### src/rtl/fetch_unit_pkg.sv
// Shared definitions for the instruction fetch stage: widths, opcode field
// position, the inactive opcode and the fetch FSM state encoding.
package fetch_unit_pkg;

  localparam int IW_DEF = 39;
  localparam int AW_DEF = 8;

  localparam int OP_W   = 3;
  localparam int OP_MSB = IW_DEF - 1;
  localparam int OP_LSB = IW_DEF - OP_W;

  localparam logic [OP_W-1:0] OP_NONE = 3'b000;

  typedef enum logic [1:0] {
    ST_IDLE  = 2'd0,
    ST_FETCH = 2'd1,
    ST_HOLD  = 2'd2
  } fetch_state_t;

  function automatic logic [OP_W-1:0] get_opcode(input logic [IW_DEF-1:0] word);
    return word[OP_MSB:OP_LSB];
  endfunction

endpackage

### src/rtl/fetch_unit_if.sv
// Instruction memory read port: single outstanding req/ack transaction.
interface fetch_unit_if #(
  parameter int IW = fetch_unit_pkg::IW_DEF,
  parameter int AW = fetch_unit_pkg::AW_DEF
) ();

  logic          mem_req;
  logic [AW-1:0] mem_addr;
  logic          mem_ack;
  logic [IW-1:0] mem_data;

  modport master (
    output mem_req,
    output mem_addr,
    input  mem_ack,
    input  mem_data
  );

  modport slave (
    input  mem_req,
    input  mem_addr,
    output mem_ack,
    output mem_data
  );

endinterface

### src/rtl/fetch_unit_pc_counter.sv
// Program counter: load has priority over increment; at the last program word
// it either wraps to zero (WRAP=1) or holds so the fetcher can stop there.
module pc_counter
  import fetch_unit_pkg::*;
#(
  parameter int AW       = AW_DEF,
  parameter int PROG_LEN = 256,
  parameter int WRAP     = 0
) (
  input  logic          i_clk,
  input  logic          i_rst_n,
  input  logic          i_load,
  input  logic [AW-1:0] i_load_addr,
  input  logic          i_inc,
  output logic [AW-1:0] o_pc,
  output logic          o_last
);

  localparam logic [AW-1:0] LAST_ADDR = AW'(PROG_LEN - 1);

  logic [AW-1:0] r_pc;
  logic          w_last;

  assign w_last = (r_pc == LAST_ADDR);

  always_ff @(posedge i_clk or negedge i_rst_n) begin
    if (!i_rst_n) begin
      r_pc <= '0;
    end else if (i_load) begin
      r_pc <= i_load_addr;
    end else if (i_inc) begin
      if (w_last) begin
        // Out-of-range targets never match LAST_ADDR and just count on.
        if (WRAP != 0) r_pc <= '0;
      end else begin
        r_pc <= r_pc + 1'b1;
      end
    end
  end

  assign o_pc   = r_pc;
  assign o_last = w_last;

endmodule

### src/rtl/fetch_unit.sv
// Instruction fetch stage: PC, memory read handshake and instruction register.
//   state    | meaning
//   ST_IDLE  | not fetching; waits for start, jumps only reload the PC
//   ST_FETCH | read at PC outstanding (or one-cycle re-request bubble)
//   ST_HOLD  | instruction register valid, waiting for decode to accept
module fetch_unit
  import fetch_unit_pkg::*;
#(
  parameter int IW       = IW_DEF,
  parameter int AW       = AW_DEF,
  parameter int PROG_LEN = 256,
  parameter int WRAP     = 0
) (
  input  logic          i_clk,
  input  logic          i_rst_n,
  input  logic          i_start,
  input  logic          i_stall,
  input  logic          i_jump,
  input  logic [AW-1:0] i_jump_addr,
  fetch_unit_if.master  mem_if,
  output logic [IW-1:0] o_instruction,
  output logic          o_instr_valid,
  output logic [AW-1:0] o_pc,
  output logic          o_busy,
  output logic          o_done
);

  fetch_state_t  r_state;
  logic          r_mem_req;
  logic [IW-1:0] r_instr;
  logic          r_valid;
  logic          r_busy;
  logic          r_done;
  logic          r_discard;
  logic [AW-1:0] r_jump_target;

  logic          w_ack;
  logic          w_pc_load;
  logic [AW-1:0] w_pc_load_addr;
  logic          w_pc_inc;
  logic [AW-1:0] w_pc;
  logic          w_last;
  logic          w_end;

  assign w_ack = r_mem_req && mem_if.mem_ack;
  assign w_end = (r_state == ST_HOLD) && !i_jump && !i_stall && w_last && (WRAP == 0);

  // A jump against an outstanding read is deferred until that read retires.
  always_comb begin
    w_pc_load      = 1'b0;
    w_pc_load_addr = i_jump_addr;
    w_pc_inc       = 1'b0;
    case (r_state)
      ST_IDLE:  w_pc_load = i_jump;
      ST_FETCH: begin
        if (!r_mem_req) begin
          w_pc_load = i_jump;
        end else if (w_ack) begin
          if (i_jump) begin
            w_pc_load = 1'b1;
          end else if (r_discard) begin
            w_pc_load      = 1'b1;
            w_pc_load_addr = r_jump_target;
          end
        end
      end
      ST_HOLD: begin
        if (i_jump)        w_pc_load = 1'b1;
        else if (!i_stall) w_pc_inc  = 1'b1;
      end
      default: ;
    endcase
  end

  pc_counter #(
    .AW       (AW),
    .PROG_LEN (PROG_LEN),
    .WRAP     (WRAP)
  ) u_pc_counter (
    .i_clk       (i_clk),
    .i_rst_n     (i_rst_n),
    .i_load      (w_pc_load),
    .i_load_addr (w_pc_load_addr),
    .i_inc       (w_pc_inc),
    .o_pc        (w_pc),
    .o_last      (w_last)
  );

  always_ff @(posedge i_clk or negedge i_rst_n) begin
    if (!i_rst_n) begin
      r_state       <= ST_IDLE;
      r_mem_req     <= 1'b0;
      r_instr       <= '0;
      r_valid       <= 1'b0;
      r_busy        <= 1'b0;
      r_done        <= 1'b0;
      r_discard     <= 1'b0;
      r_jump_target <= '0;
    end else begin
      r_done <= 1'b0;
      case (r_state)
        ST_IDLE: begin
          if (!i_jump && i_start) begin
            r_state   <= ST_FETCH;
            r_mem_req <= 1'b1;
            r_busy    <= 1'b1;
          end
        end
        ST_FETCH: begin
          if (!r_mem_req) begin
            r_mem_req <= 1'b1;
          end else if (mem_if.mem_ack) begin
            r_mem_req <= 1'b0;
            r_discard <= 1'b0;
            if (!i_jump && !r_discard) begin
              r_instr <= mem_if.mem_data;
              r_valid <= 1'b1;
              r_state <= ST_HOLD;
            end
          end else if (i_jump) begin
            r_discard     <= 1'b1;
            r_jump_target <= i_jump_addr;
          end
        end
        ST_HOLD: begin
          if (i_jump || !i_stall) begin
            r_valid <= 1'b0;
            r_instr <= '0;
            if (w_end) begin
              r_state <= ST_IDLE;
              r_busy  <= 1'b0;
              r_done  <= 1'b1;
            end else begin
              r_state   <= ST_FETCH;
              r_mem_req <= 1'b1;
            end
          end
        end
        default: begin
          r_state   <= ST_IDLE;
          r_mem_req <= 1'b0;
          r_valid   <= 1'b0;
          r_instr   <= '0;
          r_busy    <= 1'b0;
          r_discard <= 1'b0;
        end
      endcase
    end
  end

  assign mem_if.mem_req  = r_mem_req;
  assign mem_if.mem_addr = w_pc;
  assign o_instruction   = r_instr;
  assign o_instr_valid   = r_valid;
  assign o_pc            = w_pc;
  assign o_busy          = r_busy;
  assign o_done          = r_done;

endmodule
### src/flat_wrapper.sv
// flat-port wrapper written by rule: the top's interface ports become plain ports
module fetch_unit_flat import fetch_unit_pkg::*;
#(
  parameter int IW       = IW_DEF,
  parameter int AW       = AW_DEF,
  parameter int PROG_LEN = 256,
  parameter int WRAP     = 0
)
  (i_clk, i_rst_n, i_start, i_stall, i_jump, i_jump_addr, o_instruction, o_instr_valid, o_pc, o_busy, o_done, mem_if_mem_req, mem_if_mem_addr, mem_if_mem_ack, mem_if_mem_data);
  fetch_unit_if #(.IW(IW), .AW(AW)) mem_if_i ();
  input  logic i_clk;
  input  logic i_rst_n;
  input  logic i_start;
  input  logic i_stall;
  input  logic i_jump;
  input  logic [AW-1:0] i_jump_addr;
  output logic [IW-1:0] o_instruction;
  output logic o_instr_valid;
  output logic [AW-1:0] o_pc;
  output logic o_busy;
  output logic o_done;
  output wire logic [$bits(mem_if_i.mem_req)-1:0] mem_if_mem_req;
  output wire logic [$bits(mem_if_i.mem_addr)-1:0] mem_if_mem_addr;
  input wire logic [$bits(mem_if_i.mem_ack)-1:0] mem_if_mem_ack;
  input wire logic [$bits(mem_if_i.mem_data)-1:0] mem_if_mem_data;
  assign mem_if_mem_req = mem_if_i.mem_req;
  assign mem_if_mem_addr = mem_if_i.mem_addr;
  assign mem_if_i.mem_ack = mem_if_mem_ack;
  assign mem_if_i.mem_data = mem_if_mem_data;
  fetch_unit #(.IW(IW), .AW(AW), .PROG_LEN(PROG_LEN), .WRAP(WRAP)) u_core (.i_clk(i_clk), .i_rst_n(i_rst_n), .i_start(i_start), .i_stall(i_stall), .i_jump(i_jump), .i_jump_addr(i_jump_addr), .mem_if(mem_if_i), .o_instruction(o_instruction), .o_instr_valid(o_instr_valid), .o_pc(o_pc), .o_busy(o_busy), .o_done(o_done));
endmodule
### config.mk
export PLATFORM = sky130hd
export DESIGN_NAME = fetch_unit_flat
export DESIGN_NICKNAME = d
export VERILOG_FILES = /design/src/rtl/fetch_unit_pkg.sv /design/src/rtl/fetch_unit_if.sv /design/src/rtl/fetch_unit_pc_counter.sv /design/src/rtl/fetch_unit.sv /design/src/flat_wrapper.sv
export SDC_FILE = /design/constraint.sdc
export NUM_CORES = 1
export LEC_CHECK = 0
export CAP_MARGIN = 20
export CELL_PAD_IN_SITES_DETAIL_PLACEMENT = 1
export CELL_PAD_IN_SITES_GLOBAL_PLACEMENT = 1
export CORE_ASPECT_RATIO = 0.5
export CORE_UTILIZATION = 35
export DETAILED_ROUTE_END_ITERATION = 6
export PLACE_DENSITY = 0.88
export SYNTH_ARGS = -nofsm -noshare
export SYNTH_HDL_FRONTEND = slang
export SYNTH_HIERARCHICAL = 1
export SYNTH_SLANG_ARGS = --single-unit
### constraint.sdc
create_clock -name i_clk -period 2.32 [get_ports i_clk]
set_input_delay 0.464 -clock i_clk [delete_from_list [all_inputs] [get_ports i_clk]]
set_output_delay 0.464 -clock i_clk [all_outputs]
set_load 0.02 [all_outputs]
==> out/metrics.csv <==
stage;metric;value;unit
flow_run;cap_violations;0;
final_layout;fin_cells;555;
detailed_routing;dr.pass1.iters;4;
power;ir_drop;477;µV
worst_setup_path;cp-end-kind;flip-flop;
power;seqPwrFrac;0.289;
yosys;synth_area;3440;µm²
yosys;synth_async_sr_flop_share;1.00;
placed_design;hpwl;6710;µm
power;internal-power;0.00407;W
timing;rsz0062_at_grt;false;
detailed_routing;drcViolationCount;0;
detailed_routing;dr_total_vias;3052;
die;coreArea;9510;µm²
worst_setup_path;cp.required;2530;ps
worst_setup_path;path_max_fanout;7;
global_routing;gr-total-overflow;0;
detailed_routing;viasPerCell;5.50;
global_routing;grtUsageMet2;0.376;
timing;tns;0;ps
timing;fmax;0.486;GHz
placed_design;io_buffers;111;
clock_network;cts_setup_buffers;0;
clock_network;cts.repair.resized;0;
detailed_routing;drt_iter0_drc;149;
die;ios;112;
final_layout;final_common_cell;clkdlybuf4s50_1;
clock_network;numCtsBuffers;9;
timing;worst_clock_skew;7.93;ps
timing;slew_violations;0;
global_routing;grt_pass1_wl;17000;µm
yosys;synth_nets;369;
timing;hold_viol;0;
outcome;status;complete, no violations;
placed_design;gp_congestion;0.854;
worst_setup_path;start_kind;flip-flop;
yosys;syn-instance-count;315;
timing;maxSlewHeadroom;0.633;
yosys;synth.area.top_cells;dfrtp_1, a221o_1, nor3b_1;
timing;fin_crit_sh;0.887;
clock_network;clk_path_buf_depth;2;
final_layout;fin_util;0.529;
clock_network;root_buffer;clkbuf_16;
final_layout;final_cell_mix;clkdlybuf4s50_1, dfrtp_1, and3_1, nor3b_1, a221o_1;
worst_setup_path;criticalPathCategory;flip-flop to flip-flop;
power;p_clk_frac;0.210;
clock_network;clkTransAtPathRegs;50;ps
global_routing;grt_util_met3;0.0462;
timing;report.final.setup_viol;0;
global_routing;grt_pass1_vias;3157;
die;start_util;0.362;
die;die_area;10300;µm²
clock_network;cts_tree;yes;
yosys;ys_seq_area_frac;0.451;
die;die_w;142;µm
hold_path;hold_class;primary input to async pin;
yosys;yosysTopAreaCell;dfrtp_1;
die;die_h;72.1;µm
detailed_routing;post_drt_wl_per_cell;19.0;µm
detailed_routing;wl;10500;µm
clock_network;holdBufCountCts;0;
final_layout;drive_gt1_frac;0.152;
yosys;ys_warn_count;6;
yosys;synth.top_cell.area_share;0.451;
final_layout;area_growth;46.1;%
global_routing;antenna_found_initial;0;
global_routing;grtUsageMet1;0.270;
power;p_switching;0.00253;W
power;p_total;0.00660;W
power;p_sw_frac;0.383;
detailed_routing;drtAntennaViolNets;0;
power;p_leak;2.06;nW
worst_setup_path;crit_arrival;2270;ps
timing;worst_pin_slew;551;ps
clock_network;cts-htree-levels;3;
final_layout;fin_nets;470;
yosys;synth_edf_count;0;
die;fp-row-count;25;
timing;whs;125;ps
global_routing;grt_max_degree;80;
final_layout;antenna_cells;0;
placed_design;placed_cells;540;
power;pwr-share-comb;0.501;
yosys;ys_ff_latch;62;
yosys;synthFlopType;dfrtp_1;
global_routing;grt.total_usage;0.216;
clock_network;insertion_delay;330;ps
global_routing;top_usage_layer;met2;
clock_network;numClockSinks;62;
timing;min_period;2060;ps
yosys;synth_area_per_cell;10.9;µm²
yosys;ys_types;47;
power;powerDensity;1310;nW/µm²
==> per-layer routing <==
metal,share of wire,vias to the layer above
met3,0.035,12
met5,0,-
li1,-,1413
met1,0.45,1539
met4,0.015,0
met2,0.50,88
==> flip-flops by register name, summed over array words and instances, names as in the netlist <==
| name | count |
|---|---|
| u_core/r_jump_target | 8 |
| u_core/mem_if.mem_req | 1 |
| u_core/r_state | 2 |
| u_core/o_done | 1 |
| u_core/r_discard | 1 |
| u_core/o_busy | 1 |
| u_core/o_instruction | 39 |
| u_core/u_pc_counter/o_pc | 8 |
| u_core/o_instr_valid | 1 |
==> per-stage QoR <==
step	setup slack, ps	area, µm²
finish	263	5030
floorplan	309	3440
detailed placement	-35.4	4720
global placement	-13.7	4720
global route	96.1	5030
CTS	275	5030
==> kinds of logic after synthesis <==
| kind of cell | after synthesis | synth area share |
|---|---|---|
| AOI/OAI and AO/OA | 72 | 0.183 |
| adders and majority gates | 1 | 0.00363 |
| buffers and inverters | 45 | 0.0672 |
| DFF | 62 | 0.451 |
| muxes | 19 | 0.0698 |
| and+or+nand+nor | 116 | 0.225 |
==> Yosys cell counts (5+ instances only) <==
master,instances
a21oi_1,8
mux2_2,8
buf_2,11
clkbuf_1,18
buf_4,9
and3_1,38
dfrtp_1,62
nor3b_1,38
mux2_4,8
nand2_1,10
nor2_1,5
inv_1,5
a221o_1,38
==> critical path, cell delays in order, from the launching register on <==
cell and delay [ps]:
dfrtp_1 430, ha_1 310, nand4_1 220, nor2_1 280, or3b_2 470, a22oi_1 140
o2bb2ai_1 90
==> final cells by class <==
class / instances / area, µm²
flip-flops and latches: 62 / 1550
clock inverters: 3 / 42.5
multi-input cells: 208 / 1690
clock buffers: 12 / 267
inverters: 5 / 18.8
fillers: 1032 / 4480
repair buffers: 130 / 1290
well taps: 135 / 169
==> final timing paths <==
path / from / to / slack [ps] / cells past startpoint
min in group i_clk: u_core/r_jump_target[4] / u_core/r_jump_target[4] / 510 / 1
worst min-delay path: i_rst_n / u_core/u_pc_counter/o_pc[5] / 120 / 1
max in group asynchronous: i_rst_n / u_core/o_instruction[37] / 1560 / 2
worst max register to register: u_core/u_pc_counter/o_pc[0] / u_core/o_busy / 260 / 6
worst max-delay path: u_core/u_pc_counter/o_pc[0] / u_core/o_busy / 260 / 6
worst min register to register: u_core/r_jump_target[4] / u_core/r_jump_target[4] / 510 / 1
==> power by group through the flow <==
stage / sequential [W] / clock, W / combinational (W)
after global placement: 0.00188 / 0 / 0.00316
after CTS: 0.00191 / 0.00142 / 0.00331
after detailed placement: 0.00191 / 0 / 0.00326
after global routing: 0.00198 / 0.00146 / 0.00353
after floorplan: 0.00222 / 0 / 0.00165
final: 0.00191 / 0.00138 / 0.00330
Note: power is estimated with default switching activity, not from simulation.
==> variant 1 (config.mk and constraints unchanged) <==
Encoding of `fetch_state_t`: now one-hot (3 bits for 3 states).
--- a/src/rtl/fetch_unit_pkg.sv
+++ b/src/rtl/fetch_unit_pkg.sv
@@ -13,6 +13,6 @@
 
-  typedef enum logic [1:0] {
-    ST_IDLE  = 2'd0,
-    ST_FETCH = 2'd1,
-    ST_HOLD  = 2'd2
+  typedef enum logic [2:0] {
+    ST_IDLE  = 3'b001,
+    ST_FETCH = 3'b010,
+    ST_HOLD  = 3'b100
   } fetch_state_t;
Check against the original RTL: same outputs for any inputs over 10 cycles, from zero or initial values and one cycle with i_rst_n low; not proved beyond that.
==> variant 1 against the unedited design <==
Sequential share of layout area increased by 4.7 points; synthesized cell count shrank 26%; area after synthesis is 16% lower; utilization is 2.6 points higher; sequential cell count increased by 1; count of clock-buffer cells in the layout fell by 1; fmax shrank 6.3%; wire length is 9.8% lower; non-clock buffer count is 4 lower; hold slack worse by 0.0084 ns; highest routed layer unchanged; design area is 12% lower; setup slack got worse by 0.14 ns.
Power is not compared: it rests on default switching activity, and its combinational part moved more than twofold at a synthesized area within 25%.
==> variant 1: results (changes against the unedited design) <==
Result of the run - complete, no violations
Critical R2R Capture - u_core/u_pc_counter/o_pc[5]
Buffers added on ports - 111 (unchanged)
Global routing usage on met3 - 0.0494 (+0.00315)
Sequential cell count - 63 (+1.6%)
Placed Instance Area - 4130 um2 (-12%)
Detailed-route vias per instance - 5.39 (-1.9%)
Seq/total area - 0.355 (+0.0468)
Metal2 WL - 5.00 mm (-5.3%)
Via count of the first global-routing pass - 2,728 (-14%)
Area growth from synthesis to layout - 53.2%
Number of signal-net inverters in the final layout - 2 (-3)
Worst Tran Pin Value - 0.547 ns (-0.00308 ns)
Total global routing track utilization - 0.230 (+0.0136)
PnR worst setup slack - 0.125 ns (-0.138 ns)
Met1 layer usage reported by global route - 0.265 (-0.00450)
Post-Route Hold Slack - 0.116 ns (-0.00841 ns)
Library cells used by synthesis - 53 (+13%)
Layout clock buffer count - 11 (-1)
WL met1 - 3.88 mm (-18%)
Resized cells post-CTS - 0 (unchanged)
Largest net degree at the start of global routing - 24 (-70%)
Wire length reported by the detailed router - 9.51 mm (-9.8%)
List of most frequent post-synthesis cells - 62 x sky130_fd_sc_hd__dfrtp_1, 39 x sky130_fd_sc_hd__a22o_1, 16 x sky130_fd_sc_hd__mux2_2
Fill count - 836 (-19%)
First-pass GRT wire length - 14.8 mm (-13%)
Tapcells inserted - 112 (-17%)
Final std cells w/o fill - 464 (-16%)
Reg-to-reg critical path startpoint - u_core/r_state[2]
Proportion of layout cells with a drive suffix above 1 - 0.188 (+0.0351)
Delay contributed by the slowest stage of the critical path - 0.56 ns (+0.09 ns)
Total nets after synthesis - 287 (-22%)
Post-synthesis average cell area - 12.4 um2 (+14%)
Multi-input gate count - 145 (-30%)
Proportion of cell area spent on the clock network - 0.0674 (+0.00589)
Grt met2 use - 0.411 (+0.0344)
Final estimated routing congestion in global placement - 0.896 (+4.9%)
Worst slack at placement - -0.0956 ns (-0.0602 ns)
Number of DRC violations after detailed-routing iteration 0 - 92 (-38%)
Non-clk bufs - 126 (-3.1%)
Reg2Reg Setup Slack - 0.12 ns (-0.14 ns)
Launch point of the critical path - u_core/r_state[2]
Detailed placer's ending HPWL - 6.71 mm (about the same)
Met3 layer wire length in the routed design - 352 um (-5.1%)
Worst EP arrival - 2.41 ns (+0.14 ns)
Area share of buffers outside the clock network - 0.277 (+0.0215)
Multi-input gate share of total cell area - 0.267 (-0.0701)
Ranking of synthesized cells by area - sky130_fd_sc_hd__dfrtp_1 54%, sky130_fd_sc_hd__a22o_1 12%, sky130_fd_sc_hd__mux2_2 6.2%
Total Nets Final - 401 (-15%)
Share of synthesized area occupied by flip-flops and latches - 0.544 (+0.0937)
First-pass detailed-route iteration total - 4 (unchanged)
==> variant 1: cell count changes after synthesis, moves of 3 or more <==
cell and delta:
sky130_fd_sc_hd__a22o_1 +39, sky130_fd_sc_hd__mux2_4 -8, sky130_fd_sc_hd__o32ai_1 -3, sky130_fd_sc_hd__mux2i_1 -3, sky130_fd_sc_hd__nor3b_1 -36, sky130_fd_sc_hd__o22ai_1 -3, sky130_fd_sc_hd__buf_2 -6, sky130_fd_sc_hd__clkbuf_1 -11
sky130_fd_sc_hd__inv_1 -3, sky130_fd_sc_hd__and3_1 -37, sky130_fd_sc_hd__a221o_1 -37, sky130_fd_sc_hd__mux2_2 +8
==> variant 1: logic make-up after synthesis <==
| group | after synthesis | synth area share |
|---|---|---|
| adder cells (fa/ha/maj) | 1 | 0.00432 |
| multiplexers | 16 | 0.0622 |
| AO/OA/AOI/OAI | 73 | 0.209 |
| flip-flops | 63 | 0.544 |
| buffers and inverters | 25 | 0.0501 |
| AND/OR/NAND/NOR | 55 | 0.130 |
==> variant 2 (config.mk and constraints unchanged) <==
Made on the original files. Change the package constant `AW_DEF` from 8 to 6.
--- a/src/rtl/fetch_unit_pkg.sv
+++ b/src/rtl/fetch_unit_pkg.sv
@@ -5,3 +5,3 @@
   localparam int IW_DEF = 39;
-  localparam int AW_DEF = 8;
+  localparam int AW_DEF = 6;
 
Ports: changed (resized i_jump_addr, mem_if_mem_addr and o_pc); port bits go from 112 to 106. No check against the original RTL was run, so the function may have changed too.
==> variant 2 against the unedited design <==
The flow now finishes with violations (DRC); synthesized cell count shrank 8.9%; combinational power grew 9.1%; hold slack gained 0.054 ns; sequential cell count shrank 4; setup slack lost 0.010 ns; critical endpoint is now u_core/u_pc_counter/o_pc[5]; largest power group unchanged; sequential share of layout area grew 0.35 points; first-iteration DRC count grew 7.4%; area after synthesis shrank 5.8%; wire length grew 2.4%; design area shrank 7.4%; power grew 2.6%; highest routed layer unchanged; via count shrank 9.1%; non-clock buffer count shrank 9.
==> variant 2: results (changes against the unedited design) <==
Result of the run - complete, but fails checks
Violated checks - DRC
Library cells used by synthesis - 49 (+4.3%)
Proportion of layout cells with a drive suffix above 1 - 0.151 (-0.00149)
Buffers added on ports - 105 (-5.4%)
Reg-to-reg critical path startpoint - u_core/r_state[1]
First-pass detailed-route iteration total - 6 (+2)
First-pass GRT wire length - 17.3 mm (+1.5%)
Delay contributed by the slowest stage of the critical path - 0.57 ns (+0.10 ns)
Multiplexer share of the synthesized area - 0.0540 (-0.0158)
Post-detailed-route DRC marker count - 4 (+4)
Final estimated routing congestion in global placement - 0.746 (-13%)
List of most frequent post-synthesis cells - 58 x sky130_fd_sc_hd__dfrtp_1, 37 x sky130_fd_sc_hd__a211o_1, 37 x sky130_fd_sc_hd__and3_1
Placed Instance Area - 4390 um2 (-7.1%)
Ranking of synthesized cells by area - sky130_fd_sc_hd__dfrtp_1 45%, sky130_fd_sc_hd__a211o_1 10%, sky130_fd_sc_hd__and3_1 7.1%
Critical R2R Capture - u_core/u_pc_counter/o_pc[5]
Fill count - 941 (-8.8%)
Share of synthesized area occupied by flip-flops and latches - 0.448 (-0.00321)
Via count of the first global-routing pass - 3,175 (+0.57%)
Total global routing track utilization - 0.236 (+0.0198)
Total nets after synthesis - 339 (-8.1%)
Reg2Reg Setup Slack - 0.29 ns (+0.03 ns)
Final std cells w/o fill - 508 (-8.5%)
Worst Reg2Reg Path Length in Cells - 5 (-1)
Adder and majority gate portion of the synthesized area - 0.00386 (+0.000223)
Largest net degree at the start of global routing - 40 (-50%)
Peak supply drop - 0.563 mV (+18%)
Switching Fraction - 0.403 (+0.0198)
Final setup skew - 0.00818 ns (+0.000248 ns)
Average routed wire per standard cell - 21.2 um (+12%)
[variant 2: cell types whose count changed in the layout (fill, tap and decap cells not counted), moves of 5 or more]
| cell | unedited run | this run |
|---|---|---|
| sky130_fd_sc_hd__mux2_4 | 8 | 0 |
| sky130_fd_sc_hd__nor3b_1 | 38 | 30 |
| sky130_fd_sc_hd__nor3b_2 | 0 | 10 |
| sky130_fd_sc_hd__clkdlybuf4s50_1 | 110 | 104 |
| sky130_fd_sc_hd__buf_4 | 16 | 11 |
| sky130_fd_sc_hd__dfrtp_1 | 62 | 57 |
| sky130_fd_sc_hd__a211o_1 | 0 | 37 |
| sky130_fd_sc_hd__a221o_1 | 38 | 0 |
[variant 2: per-layer routing]
metal | vias to the layer above | wire length [um] | GRT usage
li1 | 1275 | - | -
met1 | 1433 | 4280 | 0.243
met2 | 48 | 5950 | 0.455
met3 | 17 | 318 | 0.0638
met4 | 0 | 239 | 0.102
met5 | - | 0 | 0
[variant 2: through the flow]
stage | worst slack (ns) | power, mW
after floorplan | 0.496 | 4.00
after global placement | 0.0861 | 5.23
after detailed placement | 0.0563 | 5.50
after CTS | 0.254 | 6.78
after global routing | 0.147 | 7.11
final | 0.253 | 6.77
[variant 2: layout make-up]
cell class                      count  area, um2  share of cell area
Multi-Input combinational cell    192       1560               0.334
Sequential cell                    58       1450               0.312
Tap cell                          117        146              0.0315
Clock buffer                       14        254              0.0546
Inverter                            6       22.5             0.00484
Timing Repair Buffer              121       1220               0.263
[variant 2: power by group through the flow]
stage	combinational, mW	sequential, mW	clock, mW
after floorplan	1.61	2.39	0
after global routing	3.81	2.06	1.24
after detailed placement	3.50	1.99	0
final	3.60	1.99	1.17
after global placement	3.31	1.92	0
after CTS	3.58	2.00	1.20
